==> config.mk <==
export PLATFORM = sky130hd
export DESIGN_NAME = mp_multicycle_ctrl
export DESIGN_NICKNAME = d
export VERILOG_FILES = /design/src/rtl/mp_ctrl_pkg.sv /design/src/rtl/mp_ack_timer.sv /design/src/rtl/mp_multicycle_ctrl.sv
export SDC_FILE = /design/constraint.sdc
export NUM_CORES = 1
export LEC_CHECK = 0
export ABC_AREA = 1
export BUFFER_PORTS_ARGS = -buffer_cell sky130_fd_sc_hd__buf_2
export CELL_PAD_IN_SITES_DETAIL_PLACEMENT = 0
export CELL_PAD_IN_SITES_GLOBAL_PLACEMENT = 1
export CORE_MARGIN = 8
export CORE_UTILIZATION = 40
export CTS_BUF_LIST = sky130_fd_sc_hd__clkbuf_2
export DETAILED_ROUTE_END_ITERATION = 10
export GPL_ROUTABILITY_DRIVEN = 0
export PLACE_DENSITY = 0.95
export SETUP_SLACK_MARGIN = 0.3
export SLEW_MARGIN = 20
export SYNTH_ARGS = -nofsm -noshare
export SYNTH_HDL_FRONTEND = slang
export SYNTH_HIERARCHICAL = 1
export SYNTH_SLANG_ARGS = --single-unit
==> constraint.sdc <==
create_clock -name clk -period 3.7 [get_ports clk]
set_input_delay 0.185 -clock clk [delete_from_list [all_inputs] [get_ports clk]]
set_output_delay 0.185 -clock clk [all_outputs]
set_load 0.02 [all_outputs]
==> src/rtl/mp_ctrl_pkg.sv <==
// Shared constants for the multicycle control unit: FSM state encodings
// and the 2-bit opcode field (instr[7:6]) values.
package mp_ctrl_pkg;

  // FSM state encodings; these values are visible on state_o.
  localparam logic [2:0] S_FETCH  = 3'd0;
  localparam logic [2:0] S_DECODE = 3'd1;
  localparam logic [2:0] S_EXEC   = 3'd2;
  localparam logic [2:0] S_WB     = 3'd3;
  localparam logic [2:0] S_ADDR   = 3'd4;
  localparam logic [2:0] S_MEM    = 3'd5;
  localparam logic [2:0] S_LWB    = 3'd6;
  localparam logic [2:0] S_JUMP   = 3'd7;

  // Opcode field instr[7:6].
  localparam logic [1:0] OP_ADD = 2'b00;
  localparam logic [1:0] OP_LW  = 2'b01;
  localparam logic [1:0] OP_SW  = 2'b10;
  localparam logic [1:0] OP_J   = 2'b11;

endpackage

==> src/rtl/mp_ack_timer.sv <==
// Counts consecutive un-acknowledged memory request cycles and flags
// 'expired' combinationally in the ACK_TIMEOUT-th such cycle, so the
// controller can abort on that same clock edge.
module mp_ack_timer
  import mp_ctrl_pkg::*;
#(
  parameter int ACK_TIMEOUT = 16
) (
  input  logic clk,
  input  logic Reset,
  input  logic clr,
  input  logic en,
  output logic expired
);

  localparam int TW = $clog2(ACK_TIMEOUT + 1);

  logic [TW-1:0] cnt_q, cnt_d;

  // Clear has priority; otherwise count each waiting request cycle.
  always_comb begin
    cnt_d = cnt_q;
    if (clr) begin
      cnt_d = '0;
    end else if (en) begin
      cnt_d = cnt_q + TW'(1);
    end
  end

  assign expired = en && (cnt_q == TW'(ACK_TIMEOUT - 1));

  // Wait-cycle counter register.
  always_ff @(posedge clk) begin
    if (Reset) begin
      cnt_q <= '0;
    end else begin
      cnt_q <= cnt_d;
    end
  end

endmodule

==> src/rtl/mp_multicycle_ctrl.sv <==
// Multicycle control unit for the 8-bit microprocessor. Sequences
// FETCH/DECODE/EXEC/WB, ADDR/MEM/LWB and JUMP over one shared memory port.
// Optional build macro MP_CTRL_STEP_EN adds a 'step' input that gates
// each instruction fetch on a latched step pulse.
//
// Memory handshake: mem_req is held high for the whole access; an
// access completes in any cycle where mem_req=1 and mem_ack=1 (same-cycle
// ack is a zero-wait access). mem_ack while mem_req=0 is ignored.
// Outputs are Moore decodes of the state plus mem_ack, and are forced
// to 0 while Reset is high.
module mp_multicycle_ctrl
  import mp_ctrl_pkg::*;
#(
  parameter int ACK_TIMEOUT = 16,
  parameter int CNT_W       = 8
) (
  input  logic             clk,
  input  logic             Reset,
  input  logic [7:0]       instr_i,
  input  logic             mem_ack,
`ifdef MP_CTRL_STEP_EN
  input  logic             step,
`endif
  output logic             mem_req,
  output logic             mem_we,
  output logic             ir_load,
  output logic             pc_en,
  output logic             pc_sel,
  output logic             alu_src,
  output logic             reg_we,
  output logic             mem_to_reg,
  output logic             bus_err,
  output logic [CNT_W-1:0] instr_cnt,
  output logic [2:0]       state_o
);

  logic [2:0]       state_q, state_d;
  logic [CNT_W-1:0] cnt_q, cnt_d;
  logic             err_q, err_d;
  logic             retire;
  logic             abort;
  logic             fetch_go;
  logic             req_int;
  logic             tmr_clr;
  logic             tmr_en;
  logic             tmr_expired;
  logic [1:0]       op;
  logic             unused_imm;

  assign op         = instr_i[7:6];
  assign unused_imm = ^instr_i[5:0];

`ifdef MP_CTRL_STEP_EN
  logic step_pend_q, step_pend_d;

  // Step latch: set by any pulse, cleared by a retire (a new pulse wins).
  always_comb begin
    step_pend_d = step | (step_pend_q & ~retire);
  end

  // Step latch register.
  always_ff @(posedge clk) begin
    if (Reset) begin
      step_pend_q <= 1'b0;
    end else begin
      step_pend_q <= step_pend_d;
    end
  end

  assign fetch_go = step_pend_q;
`else
  assign fetch_go = 1'b1;
`endif

  // Next-state and output decode.
  always_comb begin
    state_d    = state_q;
    req_int    = 1'b0;
    mem_we     = 1'b0;
    ir_load    = 1'b0;
    pc_en      = 1'b0;
    pc_sel     = 1'b0;
    alu_src    = 1'b0;
    reg_we     = 1'b0;
    mem_to_reg = 1'b0;
    retire     = 1'b0;
    abort      = 1'b0;
    case (state_q)
      S_FETCH: begin
        if (fetch_go) begin
          req_int = 1'b1;
          if (mem_ack) begin
            ir_load = 1'b1;
            pc_en   = 1'b1;
            state_d = S_DECODE;
          end else if (tmr_expired) begin
            abort   = 1'b1;
          end
        end
      end
      S_DECODE: begin
        case (op)
          OP_ADD:       state_d = S_EXEC;
          OP_LW, OP_SW: state_d = S_ADDR;
          OP_J:         state_d = S_JUMP;
          default:      state_d = S_FETCH;
        endcase
      end
      S_EXEC: begin
        state_d = S_WB;
      end
      S_WB: begin
        reg_we  = 1'b1;
        retire  = 1'b1;
        state_d = S_FETCH;
      end
      S_ADDR: begin
        alu_src = 1'b1;
        state_d = S_MEM;
      end
      S_MEM: begin
        req_int = 1'b1;
        mem_we  = (op == OP_SW);
        alu_src = 1'b1;
        if (mem_ack) begin
          if (op == OP_LW) begin
            state_d = S_LWB;
          end else begin
            retire  = 1'b1;
            state_d = S_FETCH;
          end
        end else if (tmr_expired) begin
          abort   = 1'b1;
          state_d = S_FETCH;
        end
      end
      S_LWB: begin
        reg_we     = 1'b1;
        mem_to_reg = 1'b1;
        retire     = 1'b1;
        state_d    = S_FETCH;
      end
      S_JUMP: begin
        pc_en   = 1'b1;
        pc_sel  = 1'b1;
        retire  = 1'b1;
        state_d = S_FETCH;
      end
      default: begin
        state_d = S_FETCH;
      end
    endcase
    // Nothing leaves the block while Reset is held.
    if (Reset) begin
      req_int    = 1'b0;
      mem_we     = 1'b0;
      ir_load    = 1'b0;
      pc_en      = 1'b0;
      pc_sel     = 1'b0;
      alu_src    = 1'b0;
      reg_we     = 1'b0;
      mem_to_reg = 1'b0;
    end
  end

  // Retire counter and sticky bus error.
  always_comb begin
    cnt_d = cnt_q;
    err_d = err_q | abort;
    if (retire) begin
      cnt_d = cnt_q + CNT_W'(1);
    end
  end

  // Timer restarts whenever a request phase begins or is aborted.
  assign tmr_en  = req_int & ~mem_ack;
  assign tmr_clr = ~req_int | abort | (state_d != state_q);

  mp_ack_timer #(
    .ACK_TIMEOUT(ACK_TIMEOUT)
  ) u_ack_timer (
    .clk     (clk),
    .Reset   (Reset),
    .clr     (tmr_clr),
    .en      (tmr_en),
    .expired (tmr_expired)
  );

  // State, counter and error registers.
  always_ff @(posedge clk) begin
    if (Reset) begin
      state_q <= S_FETCH;
      cnt_q   <= '0;
      err_q   <= 1'b0;
    end else begin
      state_q <= state_d;
      cnt_q   <= cnt_d;
      err_q   <= err_d;
    end
  end

  assign mem_req   = req_int;
  assign bus_err   = err_q;
  assign instr_cnt = cnt_q;
  assign state_o   = state_q;

endmodule

==> flow_summary.yaml, run 1 <==
status:
  status: "finished clean"
power:
  leakagePower_uw: 0.000647
  peakVddDrop_mv: 0.318
  pwr_density_cell_mw_per_mm2: 513
  p_total_uw: 653
grt:
  grt-ovfl-total: 0
  grt_pass1_wl_um: 4400
  grt_use_total: 0.118
  use_met2: 0.194
  use_met1: 0.143
  met3_usage: 0.0339
  grt_max_degree: 12
  grt_busiest_layer: "met2"
  grt_pass1_vias: 1021
  antenna_found_initial: 0
sta:
  hold_viol: 0
  finalSetupViolCount: 0
  worstMarginPinSlew_ps: 736
  max_freq_ghz: 0.363
  min_period_ps: 2760
  max_slew_margin: 0.508
  drv_slew: 0
  fin_crit_sh: 0.745
  finClkSkew_ps: 22.7
  rsz0062_at_grt: "no"
  finalSetupTns_ps: 0
logic_synthesis:
  synth_area_leaders: "dfxtp_1 31%, nand2_1 14%, nor2_1 8.5%"
  synth_top_area_frac: 0.307
  synth.most_common_cell: "nand2_1"
  synth.cell_area_mm2: 0.00111
  synth_seq_cells: 17
  postSynthCellCount: 166
  synth.distinct_cells: 27
  avgSynthCellArea_um2: 6.69
  yosysTopAreaCell: "dfxtp_1"
  synthArstFlopShare: 0
  ys.flop_type: "dfxtp_1"
  synth_seq_area_share: 0.307
  synth_nets: 184
  synth_edf_count: 0
  yosys_warnings: 6
  yosys-top-cells-count: "42 x nand2_1, 25 x nor2_1, 17 x dfxtp_1, 15 x inv_1, 10 x a21oi_1"
flow_run:
  cap_viol_max_count: 0
die:
  die_x_um: 68.7
  num_rows: 19
  start_util: 0.413
  ioPinCount: 31
  design.die.area_mm2: 0.00472
  core_mm2: 0.00269
  dieHeight_um: 68.7
drt:
  drc: 0
  viasPerCell: 5.03
  antenna_left: 0
  totalWireLength_um: 2530
  dr_total_vias: 1122
  routedWlPerCell_um: 11.4
  first_pass_iters: 4
  drt_iter0_drc: 61
clock_network:
  tritoncts: "done"
  cts_sinks: 17
  cts_setup_buffers: 0
  cts_resized: 0
  htree_levels: 1
  path_clk_slew_ps: 180
  cts_hold_buf: 0
  cts_root_buffer: "clkbuf_2"
  clock_path_buffers: 2
  clk_latency_ps: 300
  cts_made_buffers: 3
layout:
  drive_gt1_frac: 0.224
  fin_util: 0.474
  finalInstanceArea_mm2: 0.00127
  syn_to_final_growth_pct: 14.7
  nNetsFinal: 211
  nFillCells: 295
  antennaDiodeCount: 0
critical_path:
  max_stage_delay_ps: 580
  arrival_ps: 2990
  worst-path-buf-inv: 1
  critical-path-slowest-cell: "nor2_1"
  cp_common_cell: "nand2_1"
  critPathTopFamily: "simple AND/OR/NAND/NOR gates"
  crit_type: "flop to flop"
  cp-end-kind: "flop"
  critPathRequiredTime_ps: 3930
  r2r_slack_ps: 940
  path_max_fanout: 10
  path_cells: "nand3_1, nand2_1, nand2_1, nor2_1, nand2_1, inv_1, nor2_1, nand3_1, nand4_1, a21oi_1, nand2_1, nor2_2, o21ai_1, a21oi_1"
  cp-start-kind: "flop"
min_path:
  hp-class: "input port to flop"
place:
  post_dp_cell_area_mm2: 0.00125
  place_hpwl_um: 1990
  port_buffers: 24
[final cells by class]
| class | count | area, um^2 | share of cell area |
|---|---|---|---|
| multi-input cells | 127 | 676 | 0.531 |
| flip-flops and latches | 17 | 340 | 0.267 |
| repair buffers | 24 | 120 | 0.0944 |
| inverters | 20 | 77.6 | 0.0610 |
| well taps | 31 | 38.8 | 0.0305 |
| clock buffers | 3 | 15.0 | 0.0118 |
| clock inverters | 1 | 5.00 | 0.00393 |
[where the power goes]
part	internal [uW]	switching, uW	total (uW)
Combinational	102	224	325
Clock	24.5	59.5	83.9
Sequential	204	39.3	244
Total	330	323	653
[metal layers]
metal	vias up	part of all wire
met2	35	0.46
li1	584	-
met1	499	0.46
met3	4	0.064
met4	0	0.0099
met5	-	0
[worst register-to-register path, cell delays in order (launching register included)]
cell and delay (ps):
dfxtp_1 550, nand3_1 160, nand2_1 90, nand2_1 90
nor2_1 580, nand2_1 100, inv_1 140, nor2_1 60
nand3_1 90, nand4_1 150, a21oi_1 160, nand2_1 70
nor2_2 210, o21ai_1 100, a21oi_1 130
[layout by cell type (no fill, tap or decap), types with 3 or more instances in the layout]
| master | synthesis | layout |
|---|---|---|
| nand2_1 | 42 | 42 |
| nor2_1 | 25 | 25 |
| buf_2 | 1 | 24 |
| dfxtp_1 | 17 | 17 |
| inv_1 | 15 | 15 |
| a21oi_1 | 10 | 10 |
| nand3_1 | 9 | 9 |
| ha_1 | 7 | 7 |
| inv_2 | 4 | 4 |
| nand4_1 | 4 | 4 |
| o21ai_0 | 4 | 4 |
| o21ai_1 | 4 | 4 |
| nand2_4 | 3 | 3 |
| xnor2_1 | 3 | 3 |
| clkbuf_2 | 0 | 3 |
[cells by family after synthesis]
logic type | count (synthesis) | synth area share
simple gates | 94 | 0.392
compound gates | 22 | 0.106
buf+inv | 22 | 0.0845
flops | 17 | 0.307
fa+ha+maj | 7 | 0.0789
xor+xnor | 4 | 0.0316
[metrics by stage]
step / hold slack (ps) / instances / worst slack [ps]
2_1_floorplan: 344 / 166 / 1630
3_3_place_gp: 440 / 219 / 1160
3_5_place_dp: 450 / 219 / 1030
4_1_cts: 178 / 223 / 968
5_1_grt: 159 / 223 / 522
6_report: 187 / 223 / 944
[path summary, 6_finish.rpt]
| check | cells past startpoint | from | to |
|---|---|---|---|
| setup / recovery | 14 | state_o[0] | u_ack_timer/cnt_q[4] |
| hold / removal | 2 | Reset | instr_cnt[5] |
| setup reg to reg | 14 | state_o[0] | u_ack_timer/cnt_q[4] |
| hold reg to reg | 2 | bus_err | bus_err |
[registers in the layout, summed over array words and instances, names as in the netlist]
name	cells
u_ack_timer/cnt_q	5
bus_err	1
instr_cnt	8
state_o	3
Power figures use the tool's default switching activity.
==> run 2, diff against run 1 <==
- CORE_UTILIZATION: 40 -> 33
- PLACE_DENSITY: 0.95 -> 0.88
- clock period: 3.7 -> 2.4 ns (I/O delays scaled with it)
==> flow_summary.yaml, run 2 (synthesis results as in run 1) <==
layout:
  largest_reg_flops: 8
  mostFrequentLayoutCells: "39 x nand2_1, 24 x buf_2, 22 x nor2_1"
  final_common_cell: "nand2_1"
  antennaDiodeCount: 0
  nNetsFinal: 222
  drive_gt1_frac: 0.355
  nFillCells: 354
  syn_to_final_growth_pct: 30.8
  fin_util: 0.442
critical_path:
  cp-end-kind: "flop"
  max_stage_delay_ps: 400
  ff2ff_path_depth: 14
  cp_common_cell: "nand2_1"
  worst-path-buf-inv: 1
  path_max_fanout: 5
  path_cells: "ha_4, and3_1, ha_2, nand2_1, inv_2, o21ai_2, nand2_1, nand3_1, nand2_1, a21oi_1, nand2_1, nor2_4, o21ai_2, a21oi_1"
  worst-path-stages: 14
  r2r-start: "u_ack_timer/cnt_q[1]"
  critPathRequiredTime_ps: 2650
  crit_end: "u_ack_timer/cnt_q[0]"
  critPathTopFamily: "simple AND/OR/NAND/NOR gates"
  critical-path-slowest-cell: "dfxtp_4"
  r2r_slack_ps: 420
  arrival_ps: 2230
  cp-startpoint: "u_ack_timer/cnt_q[1]"
  crit_type: "flop to flop"
  r2r-end: "u_ack_timer/cnt_q[0]"
  cp-start-kind: "flop"
die:
  ioPinCount: 31
  core_mm2: 0.00328
  dieHeight_um: 74.0
  start_util: 0.338
  num_rows: 21
  design.die.area_mm2: 0.00547
  die_x_um: 74.0
sta:
  min_period_ps: 1980
  worstMarginPinSlew_ps: 263
  rsz0062_at_grt: "yes"
  finalSetupViolCount: 0
  finClkSkew_ps: 13.5
  finalSetupTns_ps: 0
  max_freq_ghz: 0.504
  drv_slew: 0
  hold_viol: 0
  fin_crit_sh: 0.827
  max_slew_margin: 0.825
clock_network:
  tritoncts: "done"
  clk_latency_ps: 310
  clock_path_buffers: 2
  cts_sinks: 17
  cts_made_buffers: 3
  path_clk_slew_ps: 180
  cts_root_buffer: "clkbuf_2"
  htree_levels: 1
grt:
  antenna_found_initial: 0
  grt-ovfl-total: 0
  grt_max_degree: 12
  grt_use_total: 0.0984
  grt_pass1_vias: 1022
  grt_pass1_wl_um: 4350
drt:
  top_layer: "met4"
  m1WireLength_um: 1230
  first_pass_iters: 4
  antenna_left: 0
  met2WireLength_um: 1300
  drc: 0
  totalWireLength_um: 2720
  drt_iter0_drc: 34
  viasPerCell: 4.65
  routedWlPerCell_um: 10.9
  dr_wl_met3_um: 163
  dr_total_vias: 1157
place:
  port_buffers: 24
  place_hpwl_um: 1900
power:
  p_total_uw: 1190
  peakVddDrop_mv: 0.373
  pwr_density_cell_mw_per_mm2: 820
  leakagePower_uw: 0.000703
flow_run:
  cap_viol_max_count: 0
status:
  status: "finished clean"
min_path:
  hp-class: "input port to flop"
==> run 2: worst min path at each step <==
stage / start / slack, ps / cells after the start / endpoint
global placement: bus_err / 440 / 2 / bus_err
CTS: Reset / 120 / 2 / instr_cnt[3]
floorplan: Reset / 280 / 3 / u_ack_timer/cnt_q[3]
global route: Reset / 120 / 2 / instr_cnt[3]
detailed placement: bus_err / 450 / 2 / bus_err
finish: Reset / 140 / 2 / instr_cnt[6]
==> run 2: metrics by stage <==
stage                     area [um^2]  setup WS, ps  instances  hold slack [ps]
final                            1450           415        249              136
after detailed placement         1290           261        237              450
after global routing             1450           180        249              121
after CTS                        1320           305        241              116
after global placement           1290           272        237              445
after floorplan                  1110           333        166              279
==> run 2: worst register-to-register path, delay by kind of cell, from the launching register on <==
kind                     cells  cell delay [ps]
adder cells (fa/ha/maj)      2              320
buffers and inverters        1               50
AND/OR/NAND/NOR              7              750
AO/OA/AOI/OAI                4              400
flip-flops                   1              400
==> run 2: where the power goes <==
part	internal, uW	switching [uW]	leakage, uW	total, uW
clock	37.7	95.6	0.0000164	133
sequential	325	61.8	0.000141	386
combinational	260	411	0.000545	671
total	622	568	0.000703	1190
==> run 2: layout make-up <==
type	count	area, um^2	area share
clock buffers	3	15.0	0.0103
multi-input cells	127	732	0.504
repair buffers	35	203	0.140
well taps	46	57.6	0.0397
inverters	20	82.6	0.0569
flip-flops and latches	17	357	0.246
clock inverters	1	5.00	0.00345
==> run 2: layer usage <==
| metal | global-route usage | up-vias |
|---|---|---|
| li1 | - | 603 |
| met1 | 0.116 | 527 |
| met2 | 0.162 | 21 |
| met3 | 0.0337 | 6 |
| met4 | 0.0333 | 0 |
| met5 | 0 | - |
==> run 2: timing repair <==
| item | in CTS | in global routing |
|---|---|---|
| setup endpoints to repair | 5 | 5 |
| pin swaps | 1 | 9 |
| buffers inserted | 0 | 8 |
| hold buffers | 0 | 0 |
| resized for setup | 3 | 25 |
